==> src/rtl/t04_uart_rx_param_pkg.sv <==
// Shared types and constants for the parametrised UART receiver.
package t04_uart_pkg;

   // Receiver frame states.
   typedef enum logic [2:0] {
      S_IDLE,
      S_START,
      S_DATA,
      S_PARITY,
      S_STOP,
      S_WAIT_IDLE
   } rx_state_t;

   // Parity modes.
   localparam int PAR_NONE = 0;
   localparam int PAR_EVEN = 1;
   localparam int PAR_ODD  = 2;

   // xor_all is the XOR of the payload and the received parity bit.
   // Even mode wants 0, odd mode wants 1; anything else is a mismatch.
   function automatic logic parity_bad(input logic xor_all, input int mode);
      return (mode == PAR_ODD) ? ~xor_all : xor_all;
   endfunction

endpackage

==> src/rtl/t04_uart_rx_param_if.sv <==
// Read-strobe and status interface between the UART receiver and its consumer.
interface t04_uart_rx_param_if #(
   parameter int DATA_BITS = 8
);
   logic                 rd_en;
   logic                 clr_err;
   logic [DATA_BITS-1:0] rd_data;
   logic                 rd_valid;
   logic                 fifo_full;
   logic                 busy;
   logic                 frame_err;
   logic                 parity_err;
   logic                 overrun;

   // Consumer side: strobes reads and clears, observes data and status.
   modport master (
      output rd_en, clr_err,
      input  rd_data, rd_valid, fifo_full, busy, frame_err, parity_err, overrun
   );

   // Receiver side.
   modport slave (
      input  rd_en, clr_err,
      output rd_data, rd_valid, fifo_full, busy, frame_err, parity_err, overrun
   );
endinterface

==> src/rtl/t04_uart_rx_param_fifo.sv <==
// First-word-fall-through synchronous FIFO; push and pop together succeed even when full.
module t04_sync_fifo #(
   parameter int WIDTH = 8,
   parameter int DEPTH = 4
) (
   input  logic             clk,
   input  logic             nRst,
   input  logic             push,
   input  logic             pop,
   input  logic [WIDTH-1:0] din,
   output logic [WIDTH-1:0] dout,
   output logic             empty,
   output logic             full
);
   localparam int AW = $clog2(DEPTH);

   // One extra pointer bit distinguishes full from empty when the indices match.
   logic [AW:0]      wr_q, wr_d;
   logic [AW:0]      rd_q, rd_d;
   logic [WIDTH-1:0] mem_q [DEPTH];
   logic             do_push;
   logic             do_pop;

   assign empty   = (wr_q == rd_q);
   assign full    = (wr_q[AW] != rd_q[AW]) && (wr_q[AW-1:0] == rd_q[AW-1:0]);
   assign do_pop  = pop & ~empty;
   assign do_push = push & (~full | do_pop);
   assign wr_d    = wr_q + {{AW{1'b0}}, do_push};
   assign rd_d    = rd_q + {{AW{1'b0}}, do_pop};

   // Head is presented combinationally; forced to zero when empty so it reads 0 out of reset.
   assign dout = empty ? '0 : mem_q[rd_q[AW-1:0]];

   // Pointer registers.
   always_ff @(posedge clk or negedge nRst) begin
      if (!nRst) begin
         wr_q <= '0;
         rd_q <= '0;
      end else begin
         // NOTE: sequential state uses <= so every flop samples pre-edge values, independent of statement order.
         wr_q <= wr_d;
         rd_q <= rd_d;
      end
   end

   // Storage array write port.
   // NOTE: the array is deliberately not reset; contents are qualified by the pointers, and leaving it out of reset keeps it mappable to RAM.
   always_ff @(posedge clk) begin
      if (do_push) begin
         mem_q[wr_q[AW-1:0]] <= din;
      end
   end

endmodule

==> src/rtl/t04_uart_rx_param.sv <==
// Parametrised UART receiver: synchroniser, baud/bit counters, frame FSM,
// sticky error flags and a FWFT receive FIFO behind a read-strobe interface.
module t04_uart_rx_param
   import t04_uart_pkg::*;
#(
   parameter int CLKS_PER_BIT = 87,
   parameter int DATA_BITS    = 8,
   parameter int PARITY       = 0,
   parameter int STOP_BITS    = 1,
   parameter int FIFO_DEPTH   = 4,
   parameter int SYNC_STAGES  = 2
) (
   input  logic                 clk,
   input  logic                 nRst,
   input  logic                 rx_in,
   t04_uart_rx_param_if.slave   bus
);
   localparam int BAUD_W = $clog2(CLKS_PER_BIT);
   localparam int BIT_W  = $clog2(DATA_BITS);

   localparam logic [BAUD_W-1:0] BAUD_HALF = BAUD_W'(CLKS_PER_BIT / 2 - 1);
   localparam logic [BAUD_W-1:0] BAUD_FULL = BAUD_W'(CLKS_PER_BIT - 1);
   localparam logic [BIT_W-1:0]  LAST_DATA = BIT_W'(DATA_BITS - 1);
   localparam logic [BIT_W-1:0]  LAST_STOP = BIT_W'(STOP_BITS - 1);

   logic [SYNC_STAGES-1:0] sync_q;
   logic                   rxs;

   rx_state_t              state_q, state_d;
   logic [BAUD_W-1:0]      baud_q, baud_d;
   logic [BIT_W-1:0]       bit_q, bit_d;
   logic [DATA_BITS-1:0]   shift_q, shift_d;
   logic                   perr_q, perr_d;     // pending parity error for the current frame
   logic                   ferr_q, ferr_d;     // pending framing error for the current frame
   logic                   frame_err_q, frame_err_d;
   logic                   parity_err_q, parity_err_d;
   logic                   overrun_q, overrun_d;

   logic                   ferr_now;
   logic                   set_ferr;
   logic                   set_perr;
   logic                   frame_good;
   logic                   set_ovr;

   logic [DATA_BITS-1:0]   fifo_dout;
   logic                   fifo_empty;
   logic                   fifo_full;

   // Input synchroniser; idles high so reset never looks like a start bit.
   always_ff @(posedge clk or negedge nRst) begin
      if (!nRst) begin
         sync_q <= '1;
      end else begin
         sync_q <= {sync_q[SYNC_STAGES-2:0], rx_in};
      end
   end

   assign rxs = sync_q[SYNC_STAGES-1];

   // Frame FSM register and its counters/shift register.
   always_ff @(posedge clk or negedge nRst) begin
      if (!nRst) begin
         state_q <= S_IDLE;
         baud_q  <= '0;
         bit_q   <= '0;
         shift_q <= '0;
         perr_q  <= 1'b0;
         ferr_q  <= 1'b0;
      end else begin
         state_q <= state_d;
         baud_q  <= baud_d;
         bit_q   <= bit_d;
         shift_q <= shift_d;
         perr_q  <= perr_d;
         ferr_q  <= ferr_d;
      end
   end

   // Frame FSM next state: counts to mid-bit, samples, and resolves the frame on the last stop sample.
   always_comb begin
      // NOTE: every output of this block gets a default first, so no path leaves a value unassigned and no latch is inferred.
      state_d    = state_q;
      baud_d     = baud_q;
      bit_d      = bit_q;
      shift_d    = shift_q;
      perr_d     = perr_q;
      ferr_d     = ferr_q;
      ferr_now   = ferr_q;
      set_ferr   = 1'b0;
      set_perr   = 1'b0;
      frame_good = 1'b0;

      unique case (state_q)
         S_IDLE: begin
            if (!rxs) begin
               state_d = S_START;
               baud_d  = BAUD_HALF;
               bit_d   = '0;
               perr_d  = 1'b0;
               ferr_d  = 1'b0;
            end
         end

         S_START: begin
            if (baud_q == '0) begin
               if (rxs) begin
                  // Glitch shorter than half a bit: quietly abandon.
                  state_d = S_IDLE;
               end else begin
                  state_d = S_DATA;
                  baud_d  = BAUD_FULL;
                  bit_d   = '0;
               end
            end else begin
               baud_d = baud_q - 1'b1;
            end
         end

         S_DATA: begin
            if (baud_q == '0) begin
               shift_d = {rxs, shift_q[DATA_BITS-1:1]};
               baud_d  = BAUD_FULL;
               if (bit_q == LAST_DATA) begin
                  bit_d   = '0;
                  state_d = (PARITY != PAR_NONE) ? S_PARITY : S_STOP;
               end else begin
                  bit_d = bit_q + 1'b1;
               end
            end else begin
               baud_d = baud_q - 1'b1;
            end
         end

         S_PARITY: begin
            if (baud_q == '0) begin
               perr_d  = parity_bad(^shift_q ^ rxs, PARITY);
               baud_d  = BAUD_FULL;
               bit_d   = '0;
               state_d = S_STOP;
            end else begin
               baud_d = baud_q - 1'b1;
            end
         end

         S_STOP: begin
            if (baud_q == '0) begin
               ferr_now = ferr_q | ~rxs;
               ferr_d   = ferr_now;
               baud_d   = BAUD_FULL;
               if (bit_q == LAST_STOP) begin
                  bit_d = '0;
                  if (ferr_now) begin
                     set_ferr = 1'b1;
                     state_d  = S_WAIT_IDLE;
                  end else begin
                     if (perr_q) begin
                        set_perr = 1'b1;
                     end else begin
                        frame_good = 1'b1;
                     end
                     // Straight back to IDLE so a start edge right after mid-stop is caught.
                     state_d = S_IDLE;
                  end
               end else begin
                  bit_d = bit_q + 1'b1;
               end
            end else begin
               baud_d = baud_q - 1'b1;
            end
         end

         S_WAIT_IDLE: begin
            // A held-low line (break) must return high before a new frame can start.
            if (rxs) begin
               state_d = S_IDLE;
            end
         end

         default: begin
            state_d = S_IDLE;
         end
      endcase
   end

   // A good frame arriving at a full FIFO is lost unless the consumer pops in the same cycle.
   assign set_ovr = frame_good & fifo_full & ~bus.rd_en;

   // Sticky flags: a new error in the same cycle as clr_err wins.
   always_comb begin
      frame_err_d  = set_ferr | (frame_err_q  & ~bus.clr_err);
      parity_err_d = set_perr | (parity_err_q & ~bus.clr_err);
      overrun_d    = set_ovr  | (overrun_q    & ~bus.clr_err);
   end

   // Sticky flag registers.
   always_ff @(posedge clk or negedge nRst) begin
      if (!nRst) begin
         frame_err_q  <= 1'b0;
         parity_err_q <= 1'b0;
         overrun_q    <= 1'b0;
      end else begin
         frame_err_q  <= frame_err_d;
         parity_err_q <= parity_err_d;
         overrun_q    <= overrun_d;
      end
   end

   t04_sync_fifo #(
      .WIDTH (DATA_BITS),
      .DEPTH (FIFO_DEPTH)
   ) u_fifo (
      .clk   (clk),
      .nRst  (nRst),
      .push  (frame_good),
      .pop   (bus.rd_en),
      .din   (shift_q),
      .dout  (fifo_dout),
      .empty (fifo_empty),
      .full  (fifo_full)
   );

   assign bus.rd_data    = fifo_dout;
   assign bus.rd_valid   = ~fifo_empty;
   assign bus.fifo_full  = fifo_full;
   assign bus.busy       = (state_q != S_IDLE);
   assign bus.frame_err  = frame_err_q;
   assign bus.parity_err = parity_err_q;
   assign bus.overrun    = overrun_q;

endmodule

==> src/flat_wrapper.sv <==
// flat-port wrapper written by rule: the top's interface ports become plain ports
module t04_uart_rx_param_flat import t04_uart_pkg::*;
#(
   parameter int CLKS_PER_BIT = 87,
   parameter int DATA_BITS    = 8,
   parameter int PARITY       = 0,
   parameter int STOP_BITS    = 1,
   parameter int FIFO_DEPTH   = 4,
   parameter int SYNC_STAGES  = 2
)
  (clk, nRst, rx_in, bus_rd_en, bus_clr_err, bus_rd_data, bus_rd_valid, bus_fifo_full, bus_busy, bus_frame_err, bus_parity_err, bus_overrun);
  t04_uart_rx_param_if #(.DATA_BITS(DATA_BITS)) bus_i ();
  input  logic clk;
  input  logic nRst;
  input  logic rx_in;
  input wire logic [$bits(bus_i.rd_en)-1:0] bus_rd_en;
  input wire logic [$bits(bus_i.clr_err)-1:0] bus_clr_err;
  output wire logic [$bits(bus_i.rd_data)-1:0] bus_rd_data;
  output wire logic [$bits(bus_i.rd_valid)-1:0] bus_rd_valid;
  output wire logic [$bits(bus_i.fifo_full)-1:0] bus_fifo_full;
  output wire logic [$bits(bus_i.busy)-1:0] bus_busy;
  output wire logic [$bits(bus_i.frame_err)-1:0] bus_frame_err;
  output wire logic [$bits(bus_i.parity_err)-1:0] bus_parity_err;
  output wire logic [$bits(bus_i.overrun)-1:0] bus_overrun;
  assign bus_i.rd_en = bus_rd_en;
  assign bus_i.clr_err = bus_clr_err;
  assign bus_rd_data = bus_i.rd_data;
  assign bus_rd_valid = bus_i.rd_valid;
  assign bus_fifo_full = bus_i.fifo_full;
  assign bus_busy = bus_i.busy;
  assign bus_frame_err = bus_i.frame_err;
  assign bus_parity_err = bus_i.parity_err;
  assign bus_overrun = bus_i.overrun;
  t04_uart_rx_param #(.CLKS_PER_BIT(CLKS_PER_BIT), .DATA_BITS(DATA_BITS), .PARITY(PARITY), .STOP_BITS(STOP_BITS), .FIFO_DEPTH(FIFO_DEPTH), .SYNC_STAGES(SYNC_STAGES)) u_core (.clk(clk), .nRst(nRst), .rx_in(rx_in), .bus(bus_i));
endmodule
==> config.mk <==
export PLATFORM = sky130hd
export DESIGN_NAME = t04_uart_rx_param_flat
export DESIGN_NICKNAME = d
export VERILOG_FILES = /design/src/rtl/t04_uart_rx_param_pkg.sv /design/src/rtl/t04_uart_rx_param_if.sv /design/src/rtl/t04_uart_rx_param_fifo.sv /design/src/rtl/t04_uart_rx_param.sv /design/src/flat_wrapper.sv
export SDC_FILE = /design/constraint.sdc
export NUM_CORES = 1
export LEC_CHECK = 0
export ABC_CLOCK_PERIOD_IN_PS = 3000
export CAP_MARGIN = 20
export CORE_ASPECT_RATIO = 0.5
export CORE_MARGIN = 5
export CORE_UTILIZATION = 50
export CTS_BUF_LIST = sky130_fd_sc_hd__clkbuf_16
export CTS_CLUSTER_DIAMETER = 30
export CTS_CLUSTER_SIZE = 40
export DETAILED_ROUTE_END_ITERATION = 16
export PLACE_DENSITY = 0.8
export SYNTH_ARGS = -nofsm -noshare
export SYNTH_HDL_FRONTEND = slang
export SYNTH_SLANG_ARGS = --single-unit
==> constraint.sdc <==
create_clock -name clk -period 3 [get_ports clk]
set_input_delay 0.45 -clock clk [delete_from_list [all_inputs] [get_ports clk]]
set_output_delay 0.45 -clock clk [all_outputs]
set_load 0.005 [all_outputs]
==> out/metrics.yaml <==
n_antenna_cell: 0
cts-buffers-inserted: 9
final_layout_size_suffix_gt1_share_pct: 17.6
grtUsageMet1_pct: 20.6
vias: 2036
synth_seq_cells: 66
fmax_mhz: 364
required_ns: 2.55
path_class: "flip-flop to primary output"
yosys_warnings: 0
ioPinCount: 19
grtUsageMet3_pct: 6.84
place_area_sq_um: 3470
coreArea_sq_um: 6130
worst-path-max-fanout: 10
end_kind: "primary output"
start_kind: "flip-flop"
leakagePower_nw: 1.55
initial_core_util_pct: 51.9
cts_setup_buffers: 0
reg2regPathDepth: 7
postRouteAntennaNets: 0
yosysSeqAreaShare_pct: 57.1
worstPathArrival_ns: 2.30
post-dp-hpwl_um: 4040
grt_util_met2_pct: 28.0
gr-usage-all-layers_pct: 17.0
startpoint: "u_core.u_fifo.rd_q[0]"
num_rows: 20
clkSlewWorstSetupHoldPaths_ns: 0.05
tightest_slew_ns: 0.587
final_cell_mix: "32 x dfrtp_1, 32 x edfxtp_1, 18 x clkdlybuf4s50_1"
worstHoldPathCells: 0
max_cap_violations: 0
final-setup-viol-count: 0
power_mw: 2.79
cts_resized: 0
finalCriticalPeriod_ns: 2.75
avgRoutedWirePerCell_um: 16.4
final_core_util_pct: 61.3
cts-root-buf: "clkbuf_16"
slew_viol_final: 0
yosys.cell_types.count: 53
hold_path_class: "flip-flop to flip-flop"
synth.avg_cell_area_sq_um: 13.1
hold_violations: 0
hold_buffers: 0
post-route-period-util_pct: 91.6
syn_to_final_growth_pct: 18.2
h-tree-depth: 3
grt_max_degree: 35
clock_sinks: 66
vias_per_cell: 5.66
ys.flop_type: "edfxtp_1"
postLayoutCellArea_sq_um: 3760
skew_ns: 0.00303
timing.rr.start: "u_core.baud_q[0]"
grt_setup_unrepaired: "no"
die_width_um: 123
portBuffers: 18
globalplace.congestion: 0.898
tns_ns: 0
syn-num-nets: 256
route.final.wire_length_um: 5920
async_flop_share_pct: 51.5
whs_ns: 0.356
clockBufferDepth: 2
drc: 0
syn_inst: 242
synth_edf_count: 32
fillCellCount: 441
drt_iter0_drc: 257
dr.pass1.iters: 5
die_area_sq_um: 8150
grt_pass1_vias: 2054
slew-limit-headroom_pct: 60.9
outcome: "finished, final reports clean"
grt_overflow_total: 0
p_per_area_nw_per_um2: 743
die_h_um: 66.4
syn_area_sq_um: 3180
grt_pass1_wl_um: 10300
antenna_found_initial: 0
nNetsFinal: 281
clock_latency_ns: 0.33
hp-start: "u_core.sync_q[0]"
tritoncts: "done"
ir_drop_mv: 0.357
grt-busiest-layer: "met2"
-- metal layers --
layer  vias up  routed length [um]  part of all wire (%)
met4         0                  74                   1.3
met5         -                   0                     0
met3         6                 445                   7.5
li1        955                   -                     -
met1       997                2490                    42
met2        78                2910                    49
-- final timing paths --
check	to	slack, ns
min reg2reg	u_core.sync_q[1]	0.36
max	bus_rd_data[5]	0.25
max reg2reg	u_core.u_fifo.mem_q[1][4]	0.40
min in group asynchronous	u_core.bit_q[1]	0.52
max in group asynchronous	u_core.sync_q[0]	2.14
min	u_core.sync_q[1]	0.36
-- cells in the mapped netlist, types with 3 or more instances --
cell	n	area, sq um
dfrtp_1	32	801
edfxtp_1	32	961
inv_1	14	52.6
nor2b_1	14	87.6
nor2_1	13	48.8
nand2_1	10	37.5
ha_1	9	113
mux2_2	9	101
mux4_2	8	180
nand2b_1	7	43.8
o21ai_0	7	35.0
a21oi_1	6	30.0
clkbuf_1	6	22.5
xnor2_1	6	52.6
xor2_1	6	52.6
nor3_1	5	25.0
a22o_1	3	26.3
a22oi_1	3	22.5
a31oi_1	3	18.8
a32oi_1	3	26.3
buf_2	3	15.0
-- worst max-delay path, cell delays in order, from the launching register on --
cell and delay, ns:
dfrtp_1 0.71, xor2_1 0.15, or2_2 0.31, nor2_1 0.09, buf_4 0.18, nor2b_1 0.07
clkdlybuf4s50_1 0.46
-- area by class of cell --
class	count	area, sq um	area share [%]
Multi-Input combinational cell	151	1260	33.6
Sequential cell	66	1810	48.3
Tap cell	88	110	2.93
Timing Repair Buffer	24	225	5.99
Clock inverter	7	62.6	1.67
Inverter	15	56.3	1.50
Clock buffer	9	225	5.99
-- state kept, by name (all words and copies together), names as in the netlist --
signal and cells:
u_core.u_fifo.rd_q 3, u_core.state_q 3, u_core.baud_q 7, u_core.shift_q 8, u_core.sync_q 2, u_core.u_fifo.wr_q 3
u_core.bus.parity_err 1, u_core.bus.frame_err 1, u_core.u_fifo.mem_q 32, u_core.ferr_q 1, u_core.bus.overrun 1, u_core.perr_q 1
u_core.bit_q 3
-- cell families after synthesis --
| logic type | count (synthesis) | synth area share [%] |
|---|---|---|
| flip-flops | 66 | 57.1 |
| AND/OR/NAND/NOR | 65 | 12.3 |
| AO/OA/AOI/OAI | 45 | 10.4 |
| buffers and inverters | 25 | 3.19 |
| multiplexers | 19 | 9.52 |
| XOR/XNOR | 13 | 4.01 |
| adder cells (fa/ha/maj) | 9 | 3.54 |
-- where the power goes --
part           leakage (nW)  internal [mW]  switching [mW]
clock network         0.144          0.632           0.351
logic                 0.665          0.397           0.257
registers             0.738           1.01           0.148
total                  1.55           2.04           0.757
-- metrics by stage --
stage | std cells | setup WS, ns
6_report | 360 | 0.253
5_1_grt | 360 | 0.0754
3_5_place_dp | 344 | 0.440
4_1_cts | 360 | 0.197
3_3_place_gp | 344 | 0.538
2_1_floorplan | 242 | 0.386
(Power assumes the default switching activity.)
